==> src/rtl/dac_spi_master_pkg.sv <==
// Shared control-loop definitions for the DAC command path.
// Latency: n/a (types, constants and a frame-packing helper only).
// Backpressure: n/a.
package dac_spi_master_pkg;

  // DAC frame geometry: 4-bit register code followed by 20-bit data
  localparam int DAC_WID      = 24;
  localparam int DAC_DATA_WID = 20;
  localparam int DAC_CMD_WID  = DAC_WID - DAC_DATA_WID;

  // DAC register codes issued by the control loop
  localparam logic [DAC_CMD_WID-1:0] DAC_CMD_WRITE = 4'b0001;
  localparam logic [DAC_CMD_WID-1:0] DAC_CMD_READ  = 4'b1001;

  // One command word as it goes on the wire, MSB first
  typedef struct packed {
    logic [DAC_CMD_WID-1:0]  cmd;
    logic [DAC_DATA_WID-1:0] data;
  } dac_frame_t;

  // Builds a wire-order command word from a register code and data field
  function automatic logic [DAC_WID-1:0] dac_pack(
    input logic [DAC_CMD_WID-1:0]  cmd,
    input logic [DAC_DATA_WID-1:0] data
  );
    dac_frame_t f;
    f.cmd  = cmd;
    f.data = data;
    return f;
  endfunction

endpackage

==> src/rtl/dac_spi_master_half_timer.sv <==
// Loadable down-counter pacing the SETUP wait and every SCK half-period.
// Latency: tick asserts load_val cycles after a load, then holds at zero.
// Backpressure: none; a new load always overrides the running count.
module spi_half_timer #(
  parameter int TIMER_WID = 4
) (
  input  logic                 i_clk,
  input  logic                 i_rst,
  input  logic                 i_load,
  input  logic [TIMER_WID-1:0] i_load_val,
  output logic                 o_tick
);

  logic [TIMER_WID-1:0] r_cnt;

  // Reload on request, otherwise count down and park at zero
  always_ff @(posedge i_clk) begin
    if (i_rst) begin
      r_cnt <= '0;
    end else if (i_load) begin
      r_cnt <= i_load_val;
    end else if (r_cnt != '0) begin
      r_cnt <= r_cnt - TIMER_WID'(1);
    end
  end

  // The wait is over whenever the count has drained
  assign o_tick = (r_cnt == '0);

endmodule

==> src/rtl/dac_spi_master.sv <==
// Mode-1 SPI master moving one full DAC frame out/in per arm/finished handshake.
// Latency: finished rises SS_WAIT + 2*WID*HALF_PERIOD cycles after arm is sampled.
// Backpressure: arm is level-held by the caller; dropping it mid-frame aborts, dropping it in DONE releases.
module dac_spi_master
  import dac_spi_master_pkg::*;
#(
  parameter int WID         = DAC_WID,
  parameter int WID_LEN     = 5,
  parameter int HALF_PERIOD = 1,
  parameter int TIMER_WID   = 4,
  parameter int SS_WAIT     = 2
) (
  input  logic           clk,
  input  logic           rst,
  input  logic [WID-1:0] to_dac,
  output logic [WID-1:0] from_dac,
  input  logic           ss,
  input  logic           arm,
  output logic           finished,
  output logic           sck,
  output logic           mosi,
  input  logic           miso,
  output logic           cs_n
);

  // Timer reload values: the counter ticks once it has drained to zero,
  // so a reload of N-1 spaces consecutive events exactly N cycles apart.
  localparam logic [TIMER_WID-1:0] SETUP_LOAD = TIMER_WID'(SS_WAIT - 1);
  localparam logic [TIMER_WID-1:0] HALF_LOAD  = TIMER_WID'(HALF_PERIOD - 1);
  localparam logic [WID_LEN-1:0]   LAST_BIT   = WID_LEN'(WID - 1);

  typedef enum logic [2:0] {
    ST_IDLE,
    ST_SETUP,
    ST_SCK_HIGH,
    ST_SCK_LOW,
    ST_DONE
  } state_t;

  state_t               r_state;
  logic [WID-1:0]       r_tx;
  logic [WID-1:0]       r_rx;
  logic [WID_LEN-1:0]   r_bit_cnt;

  logic                 w_start;
  logic                 w_tick;
  logic                 w_tmr_load;
  logic [TIMER_WID-1:0] w_tmr_val;
  logic                 w_busy;

  spi_half_timer #(
    .TIMER_WID (TIMER_WID)
  ) u_timer (
    .i_clk      (clk),
    .i_rst      (rst),
    .i_load     (w_tmr_load),
    .i_load_val (w_tmr_val),
    .o_tick     (w_tick)
  );

  // Decide when the shared timer restarts and with which interval
  always_comb begin
    w_start    = arm && ss && !finished;
    w_busy     = (r_state == ST_SETUP) || (r_state == ST_SCK_HIGH) || (r_state == ST_SCK_LOW);
    w_tmr_load = 1'b0;
    w_tmr_val  = HALF_LOAD;
    case (r_state)
      ST_IDLE: begin
        if (w_start) begin
          w_tmr_load = 1'b1;
          w_tmr_val  = SETUP_LOAD;
        end
      end
      // Each expiry starts the next half-period; the last fall also starts
      // the trailing low half-period that DONE waits out before finishing.
      ST_SETUP, ST_SCK_HIGH, ST_SCK_LOW: begin
        w_tmr_load = w_tick;
      end
      default: begin
        w_tmr_load = 1'b0;
      end
    endcase
  end

  // Transfer sequencer; every output pin is driven straight from a flop here
  always_ff @(posedge clk) begin
    if (rst) begin
      r_state   <= ST_IDLE;
      r_tx      <= '0;
      r_rx      <= '0;
      r_bit_cnt <= '0;
      from_dac  <= '0;
      finished  <= 1'b0;
      sck       <= 1'b0;
      mosi      <= 1'b0;
      cs_n      <= 1'b1;
    end else begin
      // Chip select belongs to the caller; it is only retimed here, so a
      // mid-frame drop shows up on cs_n while the frame carries on.
      cs_n <= ~ss;

      if (w_busy && !arm) begin
        // Abort: park the bus low, leave from_dac and finished alone
        sck     <= 1'b0;
        mosi    <= 1'b0;
        r_state <= ST_IDLE;
      end else begin
        case (r_state)
          ST_IDLE: begin
            if (w_start) begin
              r_tx      <= to_dac;
              r_rx      <= '0;
              r_bit_cnt <= '0;
              r_state   <= ST_SETUP;
            end
          end

          ST_SETUP, ST_SCK_LOW: begin
            // Rising edge launches the next bit for the slave to sample on the fall
            if (w_tick) begin
              sck     <= 1'b1;
              mosi    <= r_tx[WID-1];
              r_tx    <= {r_tx[WID-2:0], 1'b0};
              r_state <= ST_SCK_HIGH;
            end
          end

          ST_SCK_HIGH: begin
            // Falling edge captures the slave's bit, MSB arrives first
            if (w_tick) begin
              sck       <= 1'b0;
              r_rx      <= {r_rx[WID-2:0], miso};
              r_bit_cnt <= r_bit_cnt + WID_LEN'(1);
              if (r_bit_cnt == LAST_BIT) begin
                mosi    <= 1'b0;
                r_state <= ST_DONE;
              end else begin
                r_state <= ST_SCK_LOW;
              end
            end
          end

          ST_DONE: begin
            // Publish after the final low half-period; a held arm never retriggers
            if (!arm) begin
              finished <= 1'b0;
              r_state  <= ST_IDLE;
            end else if (!finished && w_tick) begin
              finished <= 1'b1;
              from_dac <= r_rx;
            end
          end

          default: begin
            r_state <= ST_IDLE;
          end
        endcase
      end
    end
  end

endmodule

==> config.mk <==
export PLATFORM = sky130hd
export DESIGN_NAME = dac_spi_master
export DESIGN_NICKNAME = d
export VERILOG_FILES = /design/src/rtl/dac_spi_master_pkg.sv /design/src/rtl/dac_spi_master_half_timer.sv /design/src/rtl/dac_spi_master.sv
export SDC_FILE = /design/constraint.sdc
export NUM_CORES = 1
export LEC_CHECK = 0
export CAP_MARGIN = 20
export CORE_UTILIZATION = 50
export DETAILED_ROUTE_END_ITERATION = 8
export GPL_ROUTABILITY_DRIVEN = 0
export PLACE_DENSITY = 0.79
export SYNTH_ARGS = -nofsm -noshare
export SYNTH_HDL_FRONTEND = slang
export SYNTH_SLANG_ARGS = --single-unit
export TNS_END_PERCENT = 5
==> constraint.sdc <==
create_clock -name clk -period 3.9 [get_ports clk]
set_input_delay 0.78 -clock clk [delete_from_list [all_inputs] [get_ports clk]]
set_output_delay 0.78 -clock clk [all_outputs]
set_load 0.05 [all_outputs]
* After elaboration in Yosys (flattened, before gate mapping) *
Index checks and enable logic that the tools add are counted.

storage, ports and cells
  bits in latches = 0
  bits in read-only memories = 0
  output and inout bits = 28
  memories = 0
  word-level logic and storage cells = 80
  bits in writable memories = 0
  bits in registers = 88

cells by class
  reductions and logical operators = 25
  div/mod/pow operators = 0
  multiply operators = 0
  magnitude comparators = 0
  shift operators = 0
  bitwise operators = 2
  add/sub/neg operators = 2
  equality and inequality tests = 11
  multiplexer cells = 30

operators with widths
  operator                                          count
  2-to-1 mux 24 bit                                 4
  one-hot mux 24 bit (2 select lines)               2
  AND reduction 4 bit                               5
  2-to-1 mux 3 bit                                  5
  one-hot mux 3 bit (4 select lines)                1
  2-to-1 mux 1 bit                                  10
  2-to-1 mux 5 bit                                  2
  one-hot mux 5 bit (2 select lines)                1
  2-to-1 mux 4 bit                                  2
  != test 2 bit, second input constant              4
  nonzero test 2 bit                                4
  == test 3 x 2 -> 1 bit, second input constant     2
  one-hot mux 1 bit (2 select lines)                3
  AND reduction 3 bit                               2
  adder 5 x 1 -> 5 bit, second input constant       1
  == test 5 bit, second input constant              1
  logical AND 1 bit                                 4
  zero test 4 bit                                   1
  != test 2 x 1 -> 1 bit, second input constant     2
  nonzero test 4 bit                                1
  OR reduction 2 bit                                2
  subtractor 4 x 1 -> 4 bit, second input constant  1
  == test 3 x 1 -> 1 bit, second input constant     1
  == test 3 bit, second input constant              1
  other kinds (5)                                   8

* Logic depth before layout (Yosys ltp) *
  depth after elaboration = 6
  depth in mapped cells = 9

* Modules after synthesis *
Synthesis repeated with hierarchy kept, for this count alone.

second synthesis, totals
  cell total of the unflattened synthesis = 360
  area total of the unflattened synthesis = 3469.6 um^2

modules (own cells, without submodules)
  module          instances  seq. area each (um^2)  cells each  area each (um^2)
  dac_spi_master  1          1681.6                 336         3240.6
  spi_half_timer  1          80.1                   24          229.0

* Worst setup path before layout *
No wires, ideal clock.

  path type = input to register
  start point = in arm
  end point = reg r_tx[10]
  stages on the path = 7
  setup slack = 1.928 ns
  buffers on the path = 3
  arrival = 1.890 ns
  data required time = 3.819 ns
  cells stage by stage = nor2b_1 -> and4_1 -> buf_2 -> or2_1 -> buf_2 -> buf_6 -> a211oi_2

on the way
  longest elaborated chain between the ends = 4
  elaborated cells between the ends (all ways) = 7

ends and longest elaborated chain
  item                                                         line                                         source
  start, declared                                              dac_spi_master.sv:18                         input logic arm,
  logical AND 1 bit or zero test 1 bit (tied branches)         n/a
  logical AND 1 bit, on equally long branches                  dac_spi_master.sv:63, dac_spi_master.sv:102
  != test 2 bit (no source line) or NOT 1 bit (tied branches)  n/a
  AND reduction 4 bit (no source line) *                       n/a
  end signal, assigned                                         dac_spi_master.sv:111                        r_tx <= to_dac;
  end signal, assigned                                         dac_spi_master.sv:123                        r_tx <= {r_tx[WID-2:0], 1'b0};
  end, declared                                                dac_spi_master.sv:41                         logic [WID-1:0] r_tx;

Mark *: on every way between the ends. The rest lies on a longest branch, timed or not.
A chain may end at the register's enable or synchronous reset.

* Worst setup path after layout *
  start point = in arm
  end point = reg r_rx[23]

on the way
  longest elaborated chain between the ends = 4
  elaborated cells between the ends (all ways) = 7

ends and longest elaborated chain
  item                                                         line                                         source
  logical AND 1 bit or zero test 1 bit (tied branches)         n/a
  logical AND 1 bit, on equally long branches                  dac_spi_master.sv:63, dac_spi_master.sv:102
  != test 2 bit (no source line) or NOT 1 bit (tied branches)  n/a
  AND reduction 4 bit (no source line) *                       n/a
  end signal, assigned                                         dac_spi_master.sv:132                        r_rx <= {r_rx[WID-2:0], miso};
  end, declared                                                dac_spi_master.sv:42                         logic [WID-1:0] r_rx;

Marks and branches as above.

==> flow_metrics.py <==
metrics = {
    "placement": {
        "placed_area_um2": 4190,
        "dp.final_hpwl_mm": 4.79,
        "numPortBuffers": 56,
        "dp_cells": 521,
        "post-place-ws_ns": 0.729,
    },
    "cts": {
        "h-tree-depth": 3,
        "numCtsBuffers": 9,
        "cts_tree": "built",
        "clock_sinks": 88,
        "clock_latency_ns": 0.35,
        "cts_hold_buf": 0,
        "postCtsResizedCells": 0,
        "cts_root_buf": "clkbuf_8",
        "cts.clk_slew.worst_paths_ns": 0.08,
        "clockBufferDepth": 2,
        "post_cts_buffers": 0,
    },
    "detailed_routing": {
        "drc": 0,
        "vias": 2962,
        "wl_per_cell_um": 13.7,
        "dr.pass1.iters": 4,
        "via_per_inst": 5.52,
        "ant_nets": 0,
        "drt_wl_total_mm": 7.33,
        "drtIter0Drc": 167,
    },
    "power_and_ir_drop": {
        "max-vdd-ir-drop_mv": 0.271,
        "total_power_mw": 2.57,
        "p_per_area_nw_per_um2": 585,
        "leakagePower_nw": 1.57,
    },
    "sta": {
        "max_freq_ghz": 0.352,
        "layout_min_cycle_time_ns": 2.84,
        "finalSetupViolations": 0,
        "hold_ws_ns": 0.454,
        "finalHoldViolations": 0,
        "min_period_over_period": 0.728,
        "drv_slew": 0,
        "finalClockSkew_ns": 0.00692,
        "worstMarginPinSlew_ns": 0.824,
        "tns_ns": 0,
        "rsz0062_at_grt": "no",
        "maxSlewHeadroom": 0.451,
        "worst_slack_ns": 1.06,
    },
    "final_layout": {
        "num-fill-cells": 597,
        "mostFrequentLayoutCell": "dfxtp_1",
        "nets": 467,
        "finish.utilization": 0.636,
        "finalNonFillerCells": 537,
        "drive_gt1_frac": 0.111,
        "final_cell_mix": "dfxtp_1, nand2_1, clkdlybuf4s50_1, nor3_1, a21oi_1",
        "area_growth_pct": 21.0,
        "final_area_um2": 4400,
        "num_antenna_cells": 0,
    },
    "hold_path": {
        "hp-start": "r_rx[9]$_SDFFE_PP0P_",
        "holdPathStages": 2,
        "holdPathEnd": "from_dac[9]$_SDFFE_PP0P_",
        "hp-class": "flop to flop",
    },
    "worst_setup_path": {
        "cp-start-kind": "input pin",
        "ff2ff_setup_slack_ns": 1.38,
        "path_class": "input pin to flop",
        "crit_chain": "clkdlybuf4s50_1, and4bb_2, nand2_2, nand2_1, o32ai_1",
        "r2r_end": "r_rx[23]$_SDFFE_PP0P_",
        "slowest_stage": "nand2_1",
        "crit_arrival_ns": 3.09,
        "cp_max_fo": 27,
        "crit_start": "arm",
        "reg2regPathDepth": 7,
        "r2r-start": "u_timer.r_cnt[0]$_SDFFE_PP0P_",
        "critPathMaxStageDelay_ns": 0.60,
        "end_kind": "flop",
        "required_ns": 4.15,
    },
    "die": {
        "fp.dieH_um": 87.2,
        "core_um2": 6910,
        "die_area_um2": 7610,
        "die_w_um": 87.2,
        "ioPinCount": 57,
        "rows": 30,
        "start_util": 0.526,
    },
    "yosys": {
        "synth_seq_cells": 88,
        "avgSynthCellArea_um2": 9.15,
        "syn_nets": 428,
        "ys_types": 44,
        "syn_inst": 397,
        "ys_warn_count": 0,
        "synth_area_um2": 3630,
        "synth-seq-area-share": 0.485,
    },
    "global_routing": {
        "grt.total_usage": 0.200,
        "grt_pass1_wl_mm": 11.9,
        "grt_max_degree": 40,
        "antenna_found_initial": 0,
        "overflow": 0,
        "grt_pass1_vias": 2681,
    },
    "run": {
        "drv_cap": 0,
    },
    "status": {
        "status": "complete, no violations",
    },
}
-- sequential cells by signal, summed over array words and instances, names as in the netlist --
register,cells
from_dac,24
cs_n,1
r_bit_cnt,5
r_tx,24
u_timer.r_cnt,4
r_rx,24
sck,1
finished,1
mosi,1
r_state,3
-- layer usage --
layer  track usage  up-vias  share of wire
li1              -     1499              -
met5             0        -              0
met1         0.258     1377           0.47
met3        0.0389       10          0.046
met4        0.0760        0          0.012
met2         0.331       76           0.47
-- cell families after synthesis --
family	share of synthesized area
and+or+nand+nor	0.192
AOI/OAI and AO/OA	0.185
DFF	0.485
buffers and inverters	0.0544
muxes	0.0689
xor gates and xnor gates	0.00724
adders and majority gates	0.00689
-- worst max path at each step --
stage          slack [ns]               endpoint
3_5_place_dp         0.73  r_rx[23]$_SDFFE_PP0P_
3_3_place_gp         0.81  r_rx[23]$_SDFFE_PP0P_
6_report             1.06  r_rx[23]$_SDFFE_PP0P_
5_1_grt              0.92  r_rx[23]$_SDFFE_PP0P_
4_1_cts              1.09  r_rx[23]$_SDFFE_PP0P_
2_1_floorplan        1.93  r_tx[10]$_SDFFE_PP0P_
-- cells in the mapped netlist --
cell type | n | area [um^2]
a211oi_1 | 3 | 22.5
a211oi_2 | 20 | 250
a21oi_1 | 34 | 170
a22oi_1 | 1 | 7.51
a31oi_1 | 1 | 6.26
and4_1 | 3 | 26.3
and4b_1 | 1 | 10.0
and4bb_2 | 1 | 12.5
buf_1 | 3 | 11.3
buf_2 | 14 | 70.1
buf_4 | 2 | 15.0
buf_6 | 2 | 22.5
clkbuf_1 | 14 | 52.6
dfxtp_1 | 88 | 1760
ha_1 | 2 | 25.0
inv_1 | 6 | 22.5
inv_2 | 1 | 3.75
mux2i_1 | 25 | 250
nand2_1 | 77 | 289
nand2_2 | 1 | 6.26
nand2b_1 | 1 | 6.26
nand3_1 | 7 | 35.0
nand3b_1 | 1 | 7.51
nand4_1 | 3 | 18.8
nand4bb_1 | 1 | 11.3
nor2_1 | 3 | 11.3
nor2_4 | 1 | 11.3
nor2b_1 | 2 | 12.5
nor3_1 | 35 | 175
nor3b_2 | 1 | 12.5
nor4_1 | 1 | 6.26
nor4b_1 | 1 | 8.76
nor4bb_1 | 1 | 10.0
o211ai_1 | 1 | 7.51
o21a_1 | 1 | 7.51
o21ai_0 | 3 | 15.0
o22ai_1 | 22 | 138
o31ai_1 | 3 | 22.5
o32ai_1 | 3 | 26.3
or2_1 | 1 | 6.26
or3_1 | 2 | 12.5
or3b_2 | 1 | 8.76
xnor2_1 | 2 | 17.5
xor2_1 | 1 | 8.76
-- worst max-delay path: cells and delay by family --
family	cells	cell delay, ns
compound gates	1	0.41
buf+inv	1	0.57
simple gates	3	1.33
-- power by group --
part / internal, mW / total [mW] / switching, mW / leakage [nW]
logic: 0.360 / 0.836 / 0.475 / 0.749
registers: 1.01 / 1.09 / 0.0851 / 0.714
clock network: 0.333 / 0.640 / 0.308 / 0.103
-- layout make-up --
cell class	count	area, um^2	area share
sequential	88	1760	0.401
multi-input combinational	267	1670	0.381
timing repair buffer	63	608	0.138
clock buffer	12	155	0.0353
tap	96	120	0.0273
clock inverter	4	51.3	0.0117
inverter	7	26.3	0.00598
Power figures use the tool's default switching activity.
